===== src/rtl/instr_fetch_unit.sv =====
// Byte-serial opcode/operand fetch front end: fetches 1-3 bytes per instruction
// and presents the complete instruction to the decoder with a valid/ready handshake.
module instr_fetch_unit #(
    parameter logic [15:0] RESET_PC = 16'h0200
) (
    input  logic        CLK,
    input  logic        RST,
    output logic [15:0] MEM_ADDR,
    output logic        MEM_RD,
    input  logic [7:0]  MEM_DATA,
    input  logic        MEM_VALID,
    input  logic        PC_LOAD,
    input  logic [15:0] PC_NEW,
    output logic [7:0]  INSTR,
    output logic [7:0]  OPER_LO,
    output logic [7:0]  OPER_HI,
    output logic [1:0]  INSTR_LEN,
    output logic [15:0] INSTR_PC,
    output logic        ILLEGAL,
    output logic        INSTR_VALID,
    input  logic        INSTR_READY,
    output logic [15:0] PC
);

    typedef enum logic [1:0] {FETCH_OP, FETCH_LO, FETCH_HI, PRESENT} state_t;

    state_t      r_state;
    state_t      w_next;
    logic [15:0] r_pc;
    logic [7:0]  r_instr;
    logic [7:0]  r_oper_lo;
    logic [7:0]  r_oper_hi;
    logic [1:0]  r_len;
    logic [15:0] r_instr_pc;
    logic        r_illegal;
    logic        w_fetching;
    logic        w_xfer;
    logic [2:0]  w_dec;

    // Returns {illegal, len}; rules are checked in order, first match wins.
    function automatic logic [2:0] decode_len(input logic [7:0] o);
        logic [3:0] lo;
        lo = o[3:0];
        if (o[1:0] == 2'b11)
            decode_len = {1'b1, 2'd1};
        else if (o == 8'h00 || o == 8'h40 || o == 8'h60 || lo == 4'h8 || lo == 4'hA)
            decode_len = {1'b0, 2'd1};
        else if (o == 8'h20 || lo == 4'hC || lo == 4'hD || lo == 4'hE || (lo == 4'h9 && o[4]))
            decode_len = {1'b0, 2'd3};
        else
            decode_len = {1'b0, 2'd2};
    endfunction

    assign w_fetching = (r_state != PRESENT);
    assign w_xfer     = w_fetching && MEM_VALID;
    assign w_dec      = decode_len(MEM_DATA);

    always_comb begin
        w_next = r_state;
        if (PC_LOAD) begin
            w_next = FETCH_OP;
        end else begin
            case (r_state)
                FETCH_OP: if (w_xfer) w_next = (w_dec[1:0] == 2'd1) ? PRESENT : FETCH_LO;
                FETCH_LO: if (w_xfer) w_next = (r_len == 2'd3) ? FETCH_HI : PRESENT;
                FETCH_HI: if (w_xfer) w_next = PRESENT;
                PRESENT:  if (INSTR_READY) w_next = FETCH_OP;
                default:  w_next = FETCH_OP;
            endcase
        end
    end

    always_ff @(posedge CLK) begin
        if (RST) begin
            r_state    <= FETCH_OP;
            r_pc       <= RESET_PC;
            r_instr    <= 8'h00;
            r_oper_lo  <= 8'h00;
            r_oper_hi  <= 8'h00;
            r_len      <= 2'd0;
            r_instr_pc <= 16'h0000;
            r_illegal  <= 1'b0;
        end else if (PC_LOAD) begin
            // A redirect drops any byte arriving this cycle.
            r_state <= w_next;
            r_pc    <= PC_NEW;
        end else begin
            r_state <= w_next;
            if (w_xfer) begin
                r_pc <= r_pc + 16'd1;
                case (r_state)
                    FETCH_OP: begin
                        r_instr    <= MEM_DATA;
                        r_instr_pc <= r_pc;
                        r_len      <= w_dec[1:0];
                        r_illegal  <= w_dec[2];
                        r_oper_lo  <= 8'h00;
                        r_oper_hi  <= 8'h00;
                    end
                    FETCH_LO: r_oper_lo <= MEM_DATA;
                    FETCH_HI: r_oper_hi <= MEM_DATA;
                    default: ;
                endcase
            end
        end
    end

    // Outputs show reset values already during the cycle RST is high.
    assign MEM_RD      = !RST && w_fetching;
    assign PC          = RST ? RESET_PC : r_pc;
    assign MEM_ADDR    = PC;
    assign INSTR_VALID = !RST && (r_state == PRESENT);
    assign INSTR       = RST ? 8'h00 : r_instr;
    assign OPER_LO     = RST ? 8'h00 : r_oper_lo;
    assign OPER_HI     = RST ? 8'h00 : r_oper_hi;
    assign INSTR_LEN   = RST ? 2'd0 : r_len;
    assign INSTR_PC    = RST ? 16'h0000 : r_instr_pc;
    assign ILLEGAL     = !RST && r_illegal;

endmodule


===== config.mk =====
export PLATFORM = sky130hd
export DESIGN_NAME = instr_fetch_unit
export DESIGN_NICKNAME = d
export VERILOG_FILES = /design/src/rtl/instr_fetch_unit.sv
export SDC_FILE = /design/constraint.sdc
export NUM_CORES = 1
export LEC_CHECK = 0
export ABC_AREA = 1
export ABC_CLOCK_PERIOD_IN_PS = 1300
export CORE_ASPECT_RATIO = 0.7
export CORE_MARGIN = 2
export CORE_UTILIZATION = 44
export CTS_BUF_LIST = sky130_fd_sc_hd__clkbuf_8
export DETAILED_ROUTE_END_ITERATION = 12
export PLACE_DENSITY = 0.79
export REMOVE_ABC_BUFFERS = 1
export SYNTH_ARGS = -nofsm -noshare
export SYNTH_HDL_FRONTEND = slang
export SYNTH_SLANG_ARGS = --single-unit

===== constraint.sdc =====
create_clock -name CLK -period 1.3 [get_ports CLK]
set_input_delay 0.13 -clock CLK [delete_from_list [all_inputs] [get_ports CLK]]
set_output_delay 0.13 -clock CLK [all_outputs]
set_load 0.005 [all_outputs]

==> results.md, run 1 <==
CTS:
- The clock transition at the registers of the reported paths is 0.07 ns.
- The CTS tree is done.
- The clock tree buffer depth is 2.
- The clock root buffer master is clkbuf_8.
- The clock net in this run drives a total of 61 sinks.
- The insertion delay of the later-clocked pin in the worst-skew pair is 0.37 ns.
- The number of buffers created by CTS is 9.
- The total of hold buffers inserted after clock tree synthesis is 0.
- The clock tree synthesis step divided the H-tree into 3 levels.

Route:
- The detail-routed net length per standard cell is 19.1 µm.
- After the first detailed-routing iteration, the DRC count stood at 487.
- For this block, the via count after detailed routing is 4,598.
- In the routed design, unresolved DRC markers number 0.
- The number of antenna-violating nets in the routed design is 0.
- In the routed layout, each cell is associated on average with a via count of 5.65.
- The total wire length is 15,600 µm.
- Before antenna repair, the detailed router went through 6 iterations.

Timing:
- The final count of negative-setup-slack endpoints is 67.
- The actual transition at the worst max-transition pin is 0.370 ns.
- The max-slew violation count came to 0.
- The tightest hold path in the finished design has a slack of 0.191 ns.
- The final-report hold violation count was 0.
- The setup TNS after final layout is -13.04 ns.
- The achievable frequency is 631 MHz.
- Dividing the final minimum period by the clock period gives 1.22.
- Setup repair after global routing could not meet its margin everywhere.
- In the post-route analysis, the smallest setup slack over all paths is -0.286 ns.
- The remaining max-slew budget at the tightest pin is 0.752.
- Counting I/O delays and the setup requirement, the final critical path takes 1.59 ns.
- Across the routed clock network, the largest skew measured is 0.00756 ns.

Logic synthesis:
- In this run, synthesis inferred 0 flip-flops with an integrated enable.
- The mean area per synthesized cell is 6.60 µm².
- The commonest register cell after synthesis is dfxtp_1.
- The gate count after technology mapping is 521.
- The number of warnings printed during yosys synthesis is 0.
- The share of synthesized area occupied by flip-flops and latches is 0.355.
- The netlist uses 34 different library cells.
- In this run, synthesis produced a sequential element count of 61.
- After synthesis, the share of flip-flops with an asynchronous set or reset is 0.
- In this run the cell area of the synthesized design comes to 3440 µm².

Setup path:
- The arrival time of the worst setup path is 1.86 ns.
- Among cell families on the critical path, the largest total delay comes from compound AO/OA/AOI/OAI gates.
- The startpoint type of the worst setup path is a register.
- Walking the worst path, the cells encountered are buf_6 -> buf_6 -> buf_6 -> ha_4 -> nor3_4 -> o21ai_2 -> nand2_2 -> o21ai_2 -> a21boi_1.
- The kind of end point of the critical path is a register.
- The cell with the largest stage delay on the worst path is dfxtp_2.
- Along the worst path, the maximum fanout reaches 3.
- The critical path is of the register to register type.
- Together, buffers and inverters on the worst path number 3.
- The cell that appears most often on the critical path is buf_6.
- The largest single stage delay on the critical path is 0.35 ns.
- Data on the critical path is required at its endpoint by 1.58 ns.

Pwr:
- VDD sags by at most 0.868 mV.
- The cell leakage power is 2.76 nW.
- The power density relative to cell area is 892 nW/µm².

Run status:
- The flow ran to the end, but the final reports show violations.
- The final reports fail on setup timing.

Floorplanning:
- The number of rows in the core area is 26.
- The die is 110 µm wide.
- The core area is 7450 µm².
- In this run the count of I/O pins placed on the die edge is 106.
- The starting utilization of the core area is 0.462.
- The die outline area is 8550 µm².
- In this run the vertical extent of the chip is 78.0 µm.

Cells and area:
- The layout net count is 745.
- In the final layout, the share of cells above drive strength 1 is 0.423.
- The antenna diode count is 0.
- The area growth from synthesis to layout is 73.4%.

Placed design:
- The HPWL reported at the end of detailed placement is 8060 µm.
- The post-placement worst setup slack is -0.393 ns.
- The congestion estimate from routability-driven global placement came to 0.935.
- The quantity of I/O buffers inserted on ports is 105.

Global route:
- Entering global routing, the biggest net connects 37 pins.
- Across every metal layer, demand over resource in global routing totals 0.336.
- The via count of the first global-routing pass is 4,431.
- The first global-routing pass estimated 22,100 µm of wire.
- Global routing finished with a remaining overflow of 0.
- The initial antenna violation count is 0.

Job:
- The reported max-cap violation count is 0.

Min path:
- The class of the tightest hold or removal check is primary input to register.
per-stage QoR:
step | total power [mW] | std cells | utilization | cell area (µm²)
after floorplan | 2.48 | 480 | - | 3200
after global placement | 3.06 | 757 | 0.668 | 4970
after detailed placement | 3.10 | 757 | 0.668 | 4970
after CTS | 5.09 | 806 | 0.775 | 5770
after global routing | 5.49 | 814 | 0.801 | 5970
final | 5.32 | 814 | 0.801 | 5970
path summary, 6_finish.rpt:
path | slack (ns) | startpoint | to | depth (start not counted)
worst max-delay path | -0.29 | r_state[1] | r_state[0] | 9
worst min-delay path | 0.19 | RST | r_pc[3] | 3
worst max register to register | -0.29 | r_state[1] | r_state[0] | 9
worst min register to register | 0.46 | r_instr[5] | r_instr[5] | 2
registers in the layout (all words and copies together), names as in the netlist:
register and cells:
r_oper_lo 8, r_illegal 1, r_instr_pc 16, r_len 2, r_state 2, r_pc 16
r_instr 8, r_oper_hi 8
tightest hold or removal path, stage by stage:
cell and delay (ns):
buf_4 0.13, buf_12 0.19, a31oi_1 0.06
what timing repair did:
action	CTS	global route
gates resized for setup	252	95
buffers inserted	29	11
gates cloned	7	0
endpoints found under the setup margin	138	96
pin swaps	38	29
cell type report:
type	count	area, µm²
multi-input combinational	332	2050
fill	445	1480
inverter	87	350
timing repair inverter	2	15.0
sequential	61	1260
clock inverter	6	62.6
timing repair buffer	218	1970
clock buffer	10	138
tap	98	123
cells in the final DEF (no fill, tap or decap), types with 7 or more instances in the layout:
master / netlist / layout
o21ai_1: 1 / 11
nor2_4: 2 / 14
nand3_2: 0 / 7
buf_6: 1 / 14
clkdlybuf4s50_1: 0 / 27
buf_12: 0 / 8
a21oi_1: 21 / 7
nand2_1: 85 / 74
dfxtp_1: 61 / 43
buf_4: 18 / 89
nand3_1: 31 / 24
o21ai_0: 36 / 7
buf_2: 9 / 7
inv_1: 85 / 70
dlygate4sd2_1: 0 / 49
o21ai_2: 0 / 19
inv_2: 1 / 12
clkbuf_8: 0 / 10
a211oi_2: 15 / 16
nand2_2: 0 / 10
nor2_1: 104 / 71
clkbuf_2: 2 / 13
a21oi_2: 1 / 15
nor2_2: 3 / 24
dfxtp_2: 0 / 12
routing by layer:
metal / global-route usage / vias up / share of wire
met5: 0 / - / 0
met4: 0.158 / 0 / 0.056
met3: 0.0731 / 115 / 0.11
met2: 0.541 / 365 / 0.46
met1: 0.424 / 2112 / 0.38
li1: - / 2006 / -
where the power goes:
part / internal (mW) / switching, mW / total [mW]
clock network: 0.933 / 0.868 / 1.80
logic: 0.694 / 0.777 / 1.47
registers: 1.98 / 0.0714 / 2.05
cells by family (layout without fill, tap and decap cells):
group / after synthesis / after routing / share of synthesized area
fa+ha+maj: 5 / 5 / 0.0182
flops: 61 / 61 / 0.355
simple gates: 237 / 237 / 0.286
buf+inv: 128 / 323 / 0.166
compound gates: 88 / 88 / 0.170
xor+xnor: 2 / 2 / 0.00509
synthesized netlist by cell type, types with 2 or more instances:
master    instances  area [µm²]
clkbuf_2          2        10.0
nor2_2            3        18.8
o21ai_0          36         180
xor2_1            2        17.5
nor3_1            3        15.0
nand4_1           5        31.3
nor2_1          104         390
a31oi_1           5        31.3
buf_4            18         135
buf_1             4        15.0
clkbuf_1          7        26.3
inv_1            85         319
dfxtp_1          61        1220
a211oi_2         15         188
ha_1              5        62.6
o31ai_1           5        37.5
a21oi_1          21         105
nand3_1          31         155
nand2_1          85         319
nor2_4            2        22.5
buf_2             9        45.0
No activity file was read; power rests on OpenSTA's default activity.
==> run 2: changes to the inputs <==
Settings changed: CORE_ASPECT_RATIO 0.7 to default, CTS_CLUSTER_DIAMETER from default to 40.
==> run 2 against run 1 <==
The run still ends with setup timing left. Largest power group unchanged. Critical path type unchanged. Sequential share of layout area grew 0.87 points. Die area shrank 0.13%. Worst setup slack gained 0.016 ns. Global-route usage shrank 6.4 points. Critical path depth is the same.
==> results.md, run 2 (synthesis results as in run 1) <==
Run status:
- The flow ran to the end, but the final reports show violations.
- The final reports fail on setup timing.

Setup path:
- The path type of the worst setup path is register to register.
- Among cell families on the critical path, the largest total delay comes from buffers and inverters.
- The timing endpoint of the critical path is r_oper_lo[0].
- The worst setup path startpoint is r_state[0].
- The maximum single-stage delay on the critical path is 0.39 ns.
- The worst setup path is captured at a register.
- STA puts the critical path data arrival time at 1.83 ns.
- Along the worst path, the maximum fanout reaches 8.
- The number of cells on the worst reg-to-reg path is 9.
- The combined buffer and inverter count along the critical path is 4.
- The worst register-to-register path ends at r_oper_lo[0].
- The slowest stage of the critical path belongs to the cell dfxtp_4.
- The signal on the critical path passes through inv_4 -> ha_4 -> inv_1 -> nor2_4 -> buf_4 -> buf_4 -> nor2_4 -> nand2_1 -> o31ai_1.
- Data on the critical path is required at its endpoint by 1.56 ns.
- The startpoint of the worst-slack reg-to-reg timing path is r_state[0].
- The critical path crosses 9 cells after its start point.
- For flop-to-flop paths, the worst setup slack is -0.27 ns.
- The startpoint type of the worst setup path is a register.

CTS:
- The cell sitting at the root of the clock tree is a clkbuf_8.
- After clock tree synthesis, the clock-pin slew on the worst setup and hold paths is 0.07 ns.
- The CTS H-tree depth is 3.
- The clock tree buffer depth is 2.
- The insertion delay of the later-clocked pin in the worst-skew pair is 0.36 ns.
- Clock tree synthesis found a total of 61 sinks.
- TritonCTS created 9 clock buffers.
- The CTS tree is done.

Global route:
- The global-route total usage across every layer is 0.272.
- The first global-routing pass estimated 18,300 µm of wire.
- The initial antenna violation count is 0.
- The via count of the first global-routing pass was 3,901.
- The pin count of the biggest net entering global routing is 37.
- The total grt overflow is 0.

Timing:
- The post-route worst setup slack is -0.270 ns.
- Hold is met by 0.209 ns.
- Between clock sinks in the finished design, the worst skew comes to 0.00523 ns.
- The achievable frequency is 637 MHz.
- The max-slew violation count is 0.
- The actual transition at the worst max-transition pin is 0.334 ns.
- The setup TNS after final layout is -12.54 ns.
- Setup violations remaining at the end of the flow were counted as 63.
- The worst pin sits at a relative slew slack of 0.775.
- The routed design could run at a clock period as short as 1.57 ns.
- The fraction of the cycle the final worst path needs is 1.21.
- Setup repair after global routing could not meet its margin everywhere.
- The final-report hold violation count is 0.

Placed design:
- The total placed instance area is 4950 µm².
- The congestion estimate from routability-driven global placement came to 0.886.
- Summed over all nets, the half-perimeter wirelength after detailed placement is 7150 µm.
- Input and output buffers added on the ports amount to 105.
- Including well taps, the total number of placed cells is 757.

Cells and area:
- Leaving out fill and tap cells, the most frequent cells in the layout are nand2_1, inv_1, buf_4, nor2_1, dlygate4sd2_1.
- The antenna diode count is 0.
- For this run, the post-layout net count is 720.
- The final standard cell area without fillers is 5750 µm².
- The largest registers in the layout are r_instr_pc (16), r_pc (16).
- Measured on the finished design, the core utilization comes to 0.752.
- The number of non-filler instances in the completed layout is 793.
- Compared with the post-synthesis result, the final layout area differs by 67.2%.
- The layout cell share with drive strength beyond 1 is 0.381.
- The library cell used most frequently in the layout, excluding fill and tap cells, is nand2_1.

Route:
- The number of antenna-violating nets in the routed design is 0.
- The detail-routed net length per standard cell is 15.8 µm.
- The total wire length is 12,600 µm.
- After detailed routing, the number of vias per cell comes to 5.20.
- The number of detailed-routing iterations run before antenna repair is 6.
- The detailed-route DRC error count is 0.
- The count of routing violations after the opening detailed-route iteration is 252.
- The final route contains 4,123 vias.

Job:
- The tool flagged a number of max-cap violations equal to 0.

Floorplanning:
- The core region is 7650 µm².
- The number of rows in the core area is 32.
- The initial utilization of the core area, before any placement, comes to 0.450.
- In this run the count of I/O pins placed on the die edge is 106.
- The height of the chip is 92.4 µm.
- The floorplan die width is 92.4 µm.
- The die covers 8540 µm².

Pwr:
- For this design the static power due to leakage is 2.60 nW.
- In this run the power density over the cells is 913 nW/µm².
- The maximum ir drop on the vdd rail is 0.601 mV.

Min path:
- The class of the tightest hold or removal check is primary input to register.
- The worst hold path startpoint is RST.
==> run 2: final cells by class <==
class	count	area (µm²)
Tap cell	102	128
Clock buffer	10	138
Timing Repair inverter	4	51.3
Clock inverter	6	86.3
Timing Repair Buffer	191	1680
Inverter	87	363
Multi-Input combinational cell	332	2050
Fill cell	503	1890
Sequential cell	61	1260
==> run 2: worst min path at each step <==
stage / end / cells after the start / slack, ns
2_1_floorplan: r_pc[11] / 1 / 0.20
3_3_place_gp: r_instr[4] / 2 / 0.44
3_5_place_dp: r_instr[1] / 2 / 0.44
4_1_cts: r_pc[10] / 4 / 0.18
5_1_grt: r_pc[10] / 4 / 0.22
6_report: r_pc[10] / 4 / 0.21
==> run 2: worst reg2reg max path: stages (launching register included) <==
cell,delay [ns]
dfxtp_4,0.39
inv_4,0.05
ha_4,0.16
inv_1,0.15
nor2_4,0.09
buf_4,0.14
buf_4,0.14
nor2_4,0.18
nand2_1,0.09
o31ai_1,0.08
==> run 2: through the flow <==
stage	total power [mW]	worst slack, ns
after floorplan	2.48	-0.389
after CTS	5.10	-0.182
after global routing	5.43	-0.321
after global placement	3.03	-0.338
after detailed placement	3.06	-0.427
final	5.26	-0.270
==> run 2: timing repair <==
| action | in CTS | in global routing |
|---|---|---|
| resized for setup | 241 | 90 |
| hold buffers | 0 | 0 |
| pin swaps | 25 | 26 |
| setup buffers | 7 | 8 |
| setup endpoints to repair | 137 | 90 |
| cloned | 5 | 1 |
==> run 2: per-layer routing <==
layer | track usage | vias to the layer above | wire length [µm]
li1 | - | 1958 | -
met1 | 0.319 | 1901 | 4970
met2 | 0.477 | 222 | 6190
met3 | 0.0456 | 42 | 945
met4 | 0.134 | 0 | 453
met5 | 0 | - | 0
==> run 2: power breakdown <==
group	internal [mW]	switching (mW)	total (mW)
sequential	1.98	0.0658	2.04
clock	1.13	0.808	1.93
combinational	0.571	0.707	1.28
total	3.67	1.58	5.26
==> run 3: changes to the inputs <==
Settings changed: PLACE_DENSITY 0.79 to 0.82.
==> run 3 against run 2 <==
The run still ends with setup timing left. Highest routed layer unchanged. Sequential power hardly changed. Critical path depth did not move. Clock power is 8% lower. Flip-flop and latch count unchanged. Sequential share of layout area decreased by 0.80 points. First-iteration DRC count increased by 22%. Combinational power up 11%. Cell area is 3.7% higher. Utilization up 2.8 points. Power fell by 0.33%. Worst setup slack got worse by 0.063 ns. Count of clock-buffer cells in the layout decreased by 1.
==> results.md, run 3 (synthesis results as in run 1) <==
Min path:
- The number of cells on the worst hold path is 4.
- The path class of the tightest hold or removal check is primary input to register.

Placed design:
- The HPWL reported at the end of detailed placement is 7340 µm.
- The final RePlAce weighted congestion is 0.918.
- Port buffering added 105 buffers.
- The total placed instance area is 4950 µm².

Route:
- The number of detailed-routing iterations run before antenna repair is 5.
- After the first detailed-routing iteration, the DRC count stood at 308.
- The detail-routed net length per standard cell is 18.0 µm.
- In the routed design, unresolved DRC markers number 0.
- The number of vias per cell after detailed routing is 5.51.
- After detailed routing, the total wire length is 14,400 µm.
- The number of antenna-violating nets in the routed design is 0.
- The total number of vias is 4,433.

Timing:
- The fraction of the cycle the final worst path needs is 1.26.
- The final clock skew is 0.0109 ns.
- At the pin with the least slew margin, the transition time is 0.399 ns.
- The max-slew violation count is 0.
- In the post-route analysis, the smallest setup slack over all paths is -0.333 ns.
- Setup repair after global routing could not meet its margin everywhere.
- The worst pin sits at a relative slew slack of 0.732.
- Based on the critical path, the design can be clocked at up to 612 MHz.
- Setup violations remaining at the end of the flow were counted as 66.
- Counting I/O delays and the setup requirement, the final critical path takes 1.63 ns.
- The final-report hold violation count was 0.

Global route:
- In the global route stage, overall resource usage came out at 0.296.
- The wire length of the first global-routing pass is 19,800 µm.
- The via count of the first global-routing pass is 4,189.
- Entering global routing, the biggest net connects 31 pins.
- The initial antenna violation count came to 0.
- The total grt overflow is 0.

CTS:
- In this run the clock root is driven by a clkbuf_8.
- The clock tree buffer depth is 2.
- The number of buffers created by CTS is 9.
- The total clock sinks is 61.
- The insertion delay of the later-clocked pin in the worst-skew pair is 0.37 ns.
- The clock transition at the registers of the reported paths is 0.08 ns.
- The CTS H-tree depth is 3.
- The CTS tree is done.

Floorplanning:
- The die outline area is 8540 µm².
- The number of rows in the core area is 32.
- 106 I/O pins were placed.
- The height of the chip is 92.4 µm.
- The floorplan die width is 92.4 µm.
- The core area is 7650 µm².
- The starting utilization of the core area is 0.450.

Run status:
- The flow ran to the end, but the final reports show violations.
- The final reports fail on setup timing.

Cells and area:
- Across the whole layout, storage elements account for 1260 µm².
- Measured on the finished design, the core utilization comes to 0.780.
- The filler cell count in the final layout is 479.
- In the layout the commonest cells are nand2_1, buf_4, inv_1, nor2_1, dlygate4sd2_1.
- The number of antenna diodes in the final layout is 0.
- From synthesis to final layout, the design area changed by 73.3%.
- The final standard cell area without fillers is 5960 µm².
- The layout net count is 731.
- The most frequent standard cell in the layout excluding fill and tap cells is nand2_1.
- Of the cells placed in the final design, the portion with a size suffix greater than 1 is 0.399.
- In the final layout, the multi-input gates occupy 2130 µm².
- The largest registers in the layout are r_instr_pc (16), r_pc (16).

Setup path:
- The number of cells on the worst reg-to-reg path is 9.
- The kind of end point of the critical path is a register.
- The path type of the worst setup path is register to register.
- For the worst setup path, the data required time is 1.57 ns.
- The largest fanout on the critical path is 3.
- The worst setup path is launched from a register.
- The arrival time of the worst setup path is 1.90 ns.

Job:
- The reported max-cap violation count is 0.

Pwr:
- VDD sags by at most 0.619 mV.
- Power spread over the standard cell area amounts to 878 nW/µm².
- Summed over all cells, the static leakage comes to 2.74 nW.
[run 3: changes by cell type in the layout (fill, tap and decap cells not counted), sizes merged]
cell,before,now
buf,92,105
clkdlybuf4s15,11,6
dlygate4sd2,52,56
inv,89,85
clkinv,4,6
bufbuf,0,1
bufinv,2,1
clkinvlp,2,3
[run 3: where the power goes]
part	internal [mW]	leakage (nW)	switching, mW
logic	0.656	2.12	0.759
clock network	0.894	0.104	0.874
registers	1.98	0.508	0.0766
total	3.53	2.74	1.71
[run 3: metal layers]
metal,routed length [µm],global-route usage
met1,5090,0.308
met2,7130,0.541
met3,1150,0.0683
met4,1080,0.173
met5,0,0
[run 3: critical path: stages (launching register included)]
cell and delay (ns):
dfxtp_4 0.37, ha_4 0.18, nor2_4 0.14, nand2_4 0.09
buf_4 0.14, buf_6 0.12, buf_6 0.12, a21oi_2 0.12
o21ai_1 0.08, a31oi_1 0.18
[run 3: cell type report]
type / instances / area share
clock inverter: 7 / 0.0126
inverter: 87 / 0.0585
clock buffer: 9 / 0.0208
timing repair buffer: 205 / 0.317
multi-input combinational: 332 / 0.356
tap: 102 / 0.0214
sequential: 61 / 0.212
timing repair inverter: 1 / 0.00126
[run 3: what timing repair did]
item	CTS	global route
pin swaps	28	35
hold buffers	0	0
gates cloned	6	1
setup endpoints to repair	138	91
resized for setup	227	108
setup buffers	16	19
[run 3: worst paths after layout]
path,startpoint,to,slack [ns]
setup reg to reg,r_state[0],r_pc[3],-0.33
setup / recovery,r_state[0],r_pc[3],-0.33
hold / removal,RST,r_pc[10],0.25
hold reg to reg,r_instr_pc[3],r_instr_pc[3],0.47
[run 3: per-stage QoR]
step | worst slack [ns] | instances | setup TNS (ns) | hold slack [ns] | total power [mW]
3_5_place_dp | -0.328 | 754 | -13.55 | 0.444 | 3.08
6_report | -0.333 | 804 | -14.94 | 0.248 | 5.24
3_3_place_gp | -0.260 | 754 | -10.99 | 0.441 | 3.04
2_1_floorplan | -0.389 | 480 | -8.96 | 0.199 | 2.48
5_1_grt | -0.374 | 804 | -16.94 | 0.264 | 5.40
4_1_cts | -0.238 | 792 | -7.10 | 0.212 | 4.97
